## src/rtl/sync_2ff.sv

```systemverilog
// rtl/sync_2ff.sv - two-flop synchronizer for a single asynchronous input
//
// Purpose: brings an asynchronous level into the clk domain. Only the
//          second stage (q) may be used by downstream logic.
// Ports:
//   clk  - system clock
//   rst  - synchronous active-high reset; both stages load RESET_VAL
//   d    - asynchronous input
//   q    - synchronized output (two clk cycles of latency)
module sync_2ff #(
    parameter logic RESET_VAL = 1'b1
) (
    input  logic clk,
    input  logic rst,
    input  logic d,
    output logic q
);

    logic s1_q, s1_d;
    logic s2_q, s2_d;

    always_comb begin
        s1_d = d;
        s2_d = s1_q;
    end

    always_ff @(posedge clk) begin
        if (rst) begin
            s1_q <= RESET_VAL;
            s2_q <= RESET_VAL;
        end else begin
            s1_q <= s1_d;
            s2_q <= s2_d;
        end
    end

    assign q = s2_q;

endmodule

```

## src/rtl/simple_uart_rx.sv

```systemverilog
// rtl/simple_uart_rx.sv - 8N1 UART receiver with mid-bit sampling and framing/break detection
//
// Purpose: receives 8N1 frames on rxd, sampling each bit near its centre
//          with a down-counter, and presents each byte with a one-cycle
//          valid pulse. A low stop bit gives one frame_err pulse; the
//          receiver then waits for the line to go high again so a held-low
//          line (break) reports only once.
// Parameters:
//   CLKS_PER_BIT - clock cycles per bit, 8..1023
// Ports:
//   clk       - system clock
//   rst       - synchronous active-high reset
//   rxd       - asynchronous serial line, idle high
//   dat       - last received byte, held until the next valid
//   valid     - one-cycle pulse, new byte in dat
//   frame_err - one-cycle pulse, stop bit sampled low
//   busy      - high while a frame is in progress (state != IDLE)
module simple_uart_rx #(
    parameter int CLKS_PER_BIT = 868
) (
    input  logic       clk,
    input  logic       rst,
    input  logic       rxd,
    output logic [7:0] dat,
    output logic       valid,
    output logic       frame_err,
    output logic       busy
);

    localparam int HALF_BIT = CLKS_PER_BIT / 2;
    localparam int CNT_W    = $clog2(CLKS_PER_BIT);

    localparam logic [CNT_W-1:0] CNT_RELOAD = CNT_W'(CLKS_PER_BIT - 1);
    localparam logic [CNT_W-1:0] CNT_HALF   = CNT_W'(HALF_BIT - 1);
    localparam logic [CNT_W-1:0] CNT_ONE    = CNT_W'(1);

    typedef enum logic [2:0] {
        S_IDLE,
        S_START,
        S_DATA,
        S_STOP,
        S_BREAK
    } state_t;

    logic rx_s2;

    sync_2ff #(
        .RESET_VAL (1'b1)
    ) u_sync (
        .clk (clk),
        .rst (rst),
        .d   (rxd),
        .q   (rx_s2)
    );

    state_t           state_q,     state_d;
    logic [CNT_W-1:0] cnt_q,       cnt_d;
    logic [2:0]       bit_idx_q,   bit_idx_d;
    logic [7:0]       shift_q,     shift_d;
    logic [7:0]       dat_q,       dat_d;
    logic             valid_q,     valid_d;
    logic             frame_err_q, frame_err_d;

    logic tick;

    // The counter is only meaningful while timing a bit; in IDLE and
    // BREAK it holds and tick is ignored.
    assign tick = (cnt_q == '0);

    always_comb begin
        state_d     = state_q;
        cnt_d       = cnt_q;
        bit_idx_d   = bit_idx_q;
        shift_d     = shift_q;
        dat_d       = dat_q;
        valid_d     = 1'b0;
        frame_err_d = 1'b0;

        if (state_q == S_START || state_q == S_DATA || state_q == S_STOP) begin
            if (tick) begin
                cnt_d = CNT_RELOAD;
            end else begin
                cnt_d = cnt_q - CNT_ONE;
            end
        end

        case (state_q)
            S_IDLE: begin
                if (!rx_s2) begin
                    state_d = S_START;
                    cnt_d   = CNT_HALF;
                end
            end
            S_START: begin
                // Mid-start-bit check rejects short glitches on the line.
                if (tick) begin
                    if (rx_s2) begin
                        state_d = S_IDLE;
                    end else begin
                        state_d   = S_DATA;
                        bit_idx_d = 3'd0;
                    end
                end
            end
            S_DATA: begin
                if (tick) begin
                    shift_d[bit_idx_q] = rx_s2;
                    if (bit_idx_q == 3'd7) begin
                        state_d = S_STOP;
                    end else begin
                        bit_idx_d = bit_idx_q + 3'd1;
                    end
                end
            end
            S_STOP: begin
                // Returning to IDLE at mid-stop-bit leaves half a bit of
                // margin to catch a back-to-back start edge.
                if (tick) begin
                    if (rx_s2) begin
                        dat_d   = shift_q;
                        valid_d = 1'b1;
                        state_d = S_IDLE;
                    end else begin
                        frame_err_d = 1'b1;
                        state_d     = S_BREAK;
                    end
                end
            end
            S_BREAK: begin
                if (rx_s2) begin
                    state_d = S_IDLE;
                end
            end
            default: begin
                state_d = S_IDLE;
            end
        endcase
    end

    always_ff @(posedge clk) begin
        if (rst) begin
            state_q     <= S_IDLE;
            cnt_q       <= '0;
            bit_idx_q   <= 3'd0;
            shift_q     <= 8'h00;
            dat_q       <= 8'h00;
            valid_q     <= 1'b0;
            frame_err_q <= 1'b0;
        end else begin
            state_q     <= state_d;
            cnt_q       <= cnt_d;
            bit_idx_q   <= bit_idx_d;
            shift_q     <= shift_d;
            dat_q       <= dat_d;
            valid_q     <= valid_d;
            frame_err_q <= frame_err_d;
        end
    end

    assign dat       = dat_q;
    assign valid     = valid_q;
    assign frame_err = frame_err_q;
    assign busy      = (state_q != S_IDLE);

endmodule

```

## config.mk

```make
export PLATFORM = sky130hd
export DESIGN_NAME = simple_uart_rx
export DESIGN_NICKNAME = d
export VERILOG_FILES = /design/src/rtl/sync_2ff.sv /design/src/rtl/simple_uart_rx.sv
export SDC_FILE = /design/constraint.sdc
export NUM_CORES = 1
export LEC_CHECK = 0
export BUFFER_PORTS_ARGS = -buffer_cell sky130_fd_sc_hd__clkbuf_2
export CAP_MARGIN = 25
export CORE_MARGIN = 4
export CORE_UTILIZATION = 38
export CTS_BUF_LIST = sky130_fd_sc_hd__clkbuf_2
export CTS_CLUSTER_SIZE = 20
export DETAILED_ROUTE_END_ITERATION = 12
export PLACE_DENSITY = 0.66
export SLEW_MARGIN = 10
export SYNTH_ARGS = -nofsm -noshare
export SYNTH_HDL_FRONTEND = slang
export SYNTH_SLANG_ARGS = --single-unit
```

## constraint.sdc

```tcl
create_clock -name clk -period 2.4 [get_ports clk]
set_clock_uncertainty 0.1 [all_clocks]
set_input_delay 0.6 -clock clk [delete_from_list [all_inputs] [get_ports clk]]
set_output_delay 0.6 -clock clk [all_outputs]
set_load 0.01 [all_outputs]
```

======== Word-level counts from Yosys, hierarchy flattened ========
Cells that the tools add are included.
cells by class
  add/sub/neg operators ................... 2
  reductions and logical operators ........ 12
  multiplexer cells ....................... 23
  bitwise operators ....................... 2
  equal/unequal tests ..................... 13
  order comparisons ....................... 2
operators by type and width
  cell                     number
  $mux W10                 4
  $mux W3                  11
  $pmux W3 S5              1
  $ne A2 B2 Y1 const B     6
  $logic_not A10 Y1        1
  $sub A10 B1 Y10 const B  1
  $bwmux W8                1
  $eq A3 B2 Y1 const B     2
  $eq A3 B3 Y1 const B     2
  $pmux W3 S2              1
  $reduce_and A6 Y1        1
  $reduce_and A5 Y1        1
  $lt A3 B4 Y1 const B     1
  $ne A2 B1 Y1 const B     2
  $add A3 B1 Y3 const B    1
  $demux W1 S3             1
  $eq A3 B1 Y1 const B     1
  $ge A3 B1 Y1 const B     1
  $logic_not A3 Y1         1
  $mux W1                  3
  $reduce_and A3 Y1        1
  $reduce_bool A3 Y1       1
  $reduce_or A3 Y1         1
  $logic_or A1 B1 Y1       2
  5 further kinds          6
word-level totals
  input port bits ......................... 3
  register bits after elaboration ......... 36

======== Longest topological paths before layout ========
  word-level depth ........................ 6
  depth in mapped cells ................... 8
  depth with buffers taken out ............ 6

======== Modules after synthesis ========
A second synthesis with hierarchy kept.
second synthesis, totals
  cells, all modules ...................... 175
  area, all modules ....................... 1679.1 µm²
modules (own cells, without submodules)
  module          cells each  area each (µm²)  instances  seq. area each (µm²)
  simple_uart_rx  171         1626.6           1          680.7
  sync_2ff        4           52.6             1          40.0

======== Worst setup path before layout ========
Ideal clock, no wire load.
  path kind ............................... register to register
  from .................................... reg cnt_q[0]
  to ...................................... reg dat_q[0] (netlist: dat[0])
  period minus slack after synthesis ...... 1.647 ns
  path slack .............................. 0.753 ns
  setup time .............................. 0.128 ns
  buffers on the path ..................... 2
  stages on the path, launching flop included .. 9
  arrival time ............................ 1.420 ns
  required time ........................... 2.172 ns
  cell sequence ........................... dfxtp_1 > inv_1 > ha_1 > nor3b_1 > buf_2 > nand4_1 > buf_2 > mux2i_1 > nor2_1
between the ends
  cells in the longest elaborated chain, start to end .. 2
RTL lines
  item                                line                   source
  start, declared                     simple_uart_rx.sv:57   logic [CNT_W-1:0] cnt_q, cnt_d;
  start signal, assigned              simple_uart_rx.sv:151  cnt_q <= cnt_d;
  $logic_not A10 Y1                   simple_uart_rx.sv:68   assign tick = (cnt_q == '0);
  $reduce_and A3 Y1 (no source line)  -
  end signal, assigned                simple_uart_rx.sv:154  dat_q <= dat_d;
  end, declared                       simple_uart_rx.sv:60   logic [7:0] dat_q, dat_d;
No other way between the ends.
A chain may end at the register's enable or synchronous reset.

======== Worst setup path in the final report ========
  from .................................... reg state_q[2]
  to ...................................... out busy
between the ends
  cells in the longest elaborated chain, start to end .. 1
RTL lines
  item                    line                   source
  start, declared         simple_uart_rx.sv:56   state_t state_q, state_d;
  start signal, assigned  simple_uart_rx.sv:150  state_q <= state_d;
  $reduce_bool A3 Y1      simple_uart_rx.sv:163  assign busy = (state_q != S_IDLE);
  end, declared           simple_uart_rx.sv:27   output logic busy
No other way between the ends.

==> results.txt <==
Routed via count -> 1313
HPWL after detailed placement -> 2250 um
Initial antenna violation count -> 0
Drt total wl -> 3280 um
Synth cell types -> 47
Clock Latency Late Sink -> 390 ps
Syn_nets -> 189
HP Class -> in2reg
Minimum clock period -> 2070 ps
Number of global-route vias before repair -> 1149
Setup crit start kind -> flip-flop
Setup TNS -> 0 ps
Clock share of power -> 32.5%
Die area -> 0.00555 sq mm
Drt wl/cell -> 13.4 um
DR DRC count -> 0
Hold buffer count at CTS -> 0
Least-Margin Pin Slew -> 619 ps
Worst vdd ir -> 303 uV
Post-CTS setup buffer count -> 0
Sequential cell area -> 721 sq um
Starting Density -> 40.6%
Mapped Avg Cell Area -> 9.19 sq um
CP Data Arrival Time -> 1370 ps
Total GRT Usage -> 12.6%
Hold Violations, Final -> 0
Post-route cell area -> 0.00184 sq mm
Critical path buffers and inverters -> 1
Finished Layout Cells -> 245
Reg2reg start -> cnt_q[0]
Slew Limit Fails -> 0
Hold WS -> 296 ps
Vias/cell -> 5.36
Synth Flop Type -> dfxtp_1
Synthesized flop and latch total -> 36
Setup violators final -> 0
Initial drt markers -> 112
Crit share post-route -> 86.4%
Core area -> 0.00414 sq mm
Post-Syn Instances -> 183
HP Start -> rxd
Number of port buffers -> 13
Max-Cap Viols -> 0
Deepest clock path buffer count -> 2
Die width -> 74.5 um
Flop pwr share -> 54.5%
Syn. warnings -> 0
Crit-path max cell delay -> 460 ps
IO Count -> 14
DP Cell Count -> 237
P_leak -> 0.748 nW
Commonest cells post-synth -> dfxtp_1 (36), nor2_1 (19), a21oi_1 (12)
CP Cell Sequence -> or3_1, clkbuf_2
Gpl congestion -> 0.735
Die height -> 74.5 um
Setup WS pre-CTS -> 361 ps
Row count -> 23
Internal cell power -> 0.855 mW
Placed Area -> 0.00178 sq mm
Unrepaired setup endpoints after global routing -> no
CP Max Fanout -> 12
Fraction of registers with async set/reset -> 0%
CTS tree -> built
Maximum clock rate -> 482 MHz
Power, Total -> 1.19 mW
Max-Slew Margin vs Limit -> 58.6%
Area delta synth->final -> 9.60%
Antenna cell count -> 0
Clock sink total -> 36
Nets -> 200
Final worst slack -> 325 ps
Critical path launch point -> state_q[2]
Post-route ant nets -> 0
Synth top area share -> 42.9%
Drt first pass iters -> 4
Clk root buf -> clkbuf_2
Sw Share -> 28.0%
H-tree depth -> 2
CP Capture Type -> output port
Largest net degree at the start of global routing -> 21
Overflow after GRT -> 0
Ranking of synthesized cells by area -> dfxtp_1 (43%), mux2i_1 (5.4%), nor2_1 (4.2%), a21oi_1 (3.6%), nand4_1 (3.3%)
WP data required -> 1700 ps
Status -> complete, no violations
Final Util -> 44.5%
Area leader, netlist -> dfxtp_1
Delay-heaviest family, CP -> flip-flops
Comb pwr share -> 13.0%
Multi-input gate area -> 886 sq um
Post-synth EDFFs -> 0
CP Class -> reg2out
Share of cells above drive strength 1 -> 19.5%
Post-Syn Area -> 0.00168 sq mm
Fill cell count -> 418
Psw -> 0.333 mW
Global-route wire length before repair -> 5400 um
CTS buffer count -> 5
Number of gates resized after cts -> 0
Most common cell in the netlist -> dfxtp_1
PD cells -> 644 mW/mm^2
Clock slew at reported path FFs -> 180 ps
CP max stage cell -> dfxtp_1
Seq/Total Area, Yosys -> 42.9%
[cells by family after synthesis]
| kind of cell | Yosys count | share of synthesized area, % |
|---|---|---|
| and+or+nand+nor | 77 | 26.6 |
| DFF | 36 | 42.9 |
| AOI/OAI and AO/OA | 35 | 14.4 |
| buffers and inverters | 16 | 4.46 |
| muxes | 10 | 6.25 |
| xor gates and xnor gates | 6 | 3.12 |
| adders and majority gates | 3 | 2.23 |
[area by class of cell]
class                      instances  area share, %
sequential                        36           39.1
inverter                           3          0.611
clock buffer                       5           1.36
multi-input combinational        131           48.1
clock inverter                     3           2.31
tap                               50           3.39
timing repair buffer              17           5.16
[final timing paths]
check	depth (start not counted)	to	slack, ps
worst max-delay path	2	busy	330
worst min-delay path	2	u_sync.s1_q	300
worst max register to register	7	dat[1]	350
worst min register to register	1	u_sync.q	340
[registers in the layout (all words and copies together), names as in the netlist]
register	flops
frame_err	1
shift_q	8
bit_idx_q	3
dat	8
u_sync.s1_q	1
cnt_q	10
state_q	3
valid	1
u_sync.q	1
[metal layers]
layer / GRT usage (%) / part of all wire, % / vias to the layer above
met5: 0 / 0 / -
met4: 5.34 / 1.0 / 0
met3: 3.65 / 3.8 / 4
met2: 17.5 / 42 / 21
met1: 18.2 / 53 / 602
li1: - / - / 686
[power groups by stage]
stage / Combinational (mW) / Clock [mW] / Sequential, mW
CTS: 0.154 / 0.393 / 0.647
global route: 0.171 / 0.423 / 0.651
floorplan: 0.139 / 0 / 0.649
detailed placement: 0.153 / 0 / 0.659
global placement: 0.152 / 0 / 0.658
finish: 0.155 / 0.386 / 0.647
[cell usage in the layout (no fill, tap or decap), drive strengths merged, types with 4 or more instances in the layout]
master,count
a21oi,12
xor2,5
nor2,20
dfxtp,36
nand4,9
nor3,5
clkbuf,18
nor4,4
mux2i,9
o21ai,7
nand2,9
nand2b,4
nand3,7
buf,4
(Power assumes the default switching activity.)
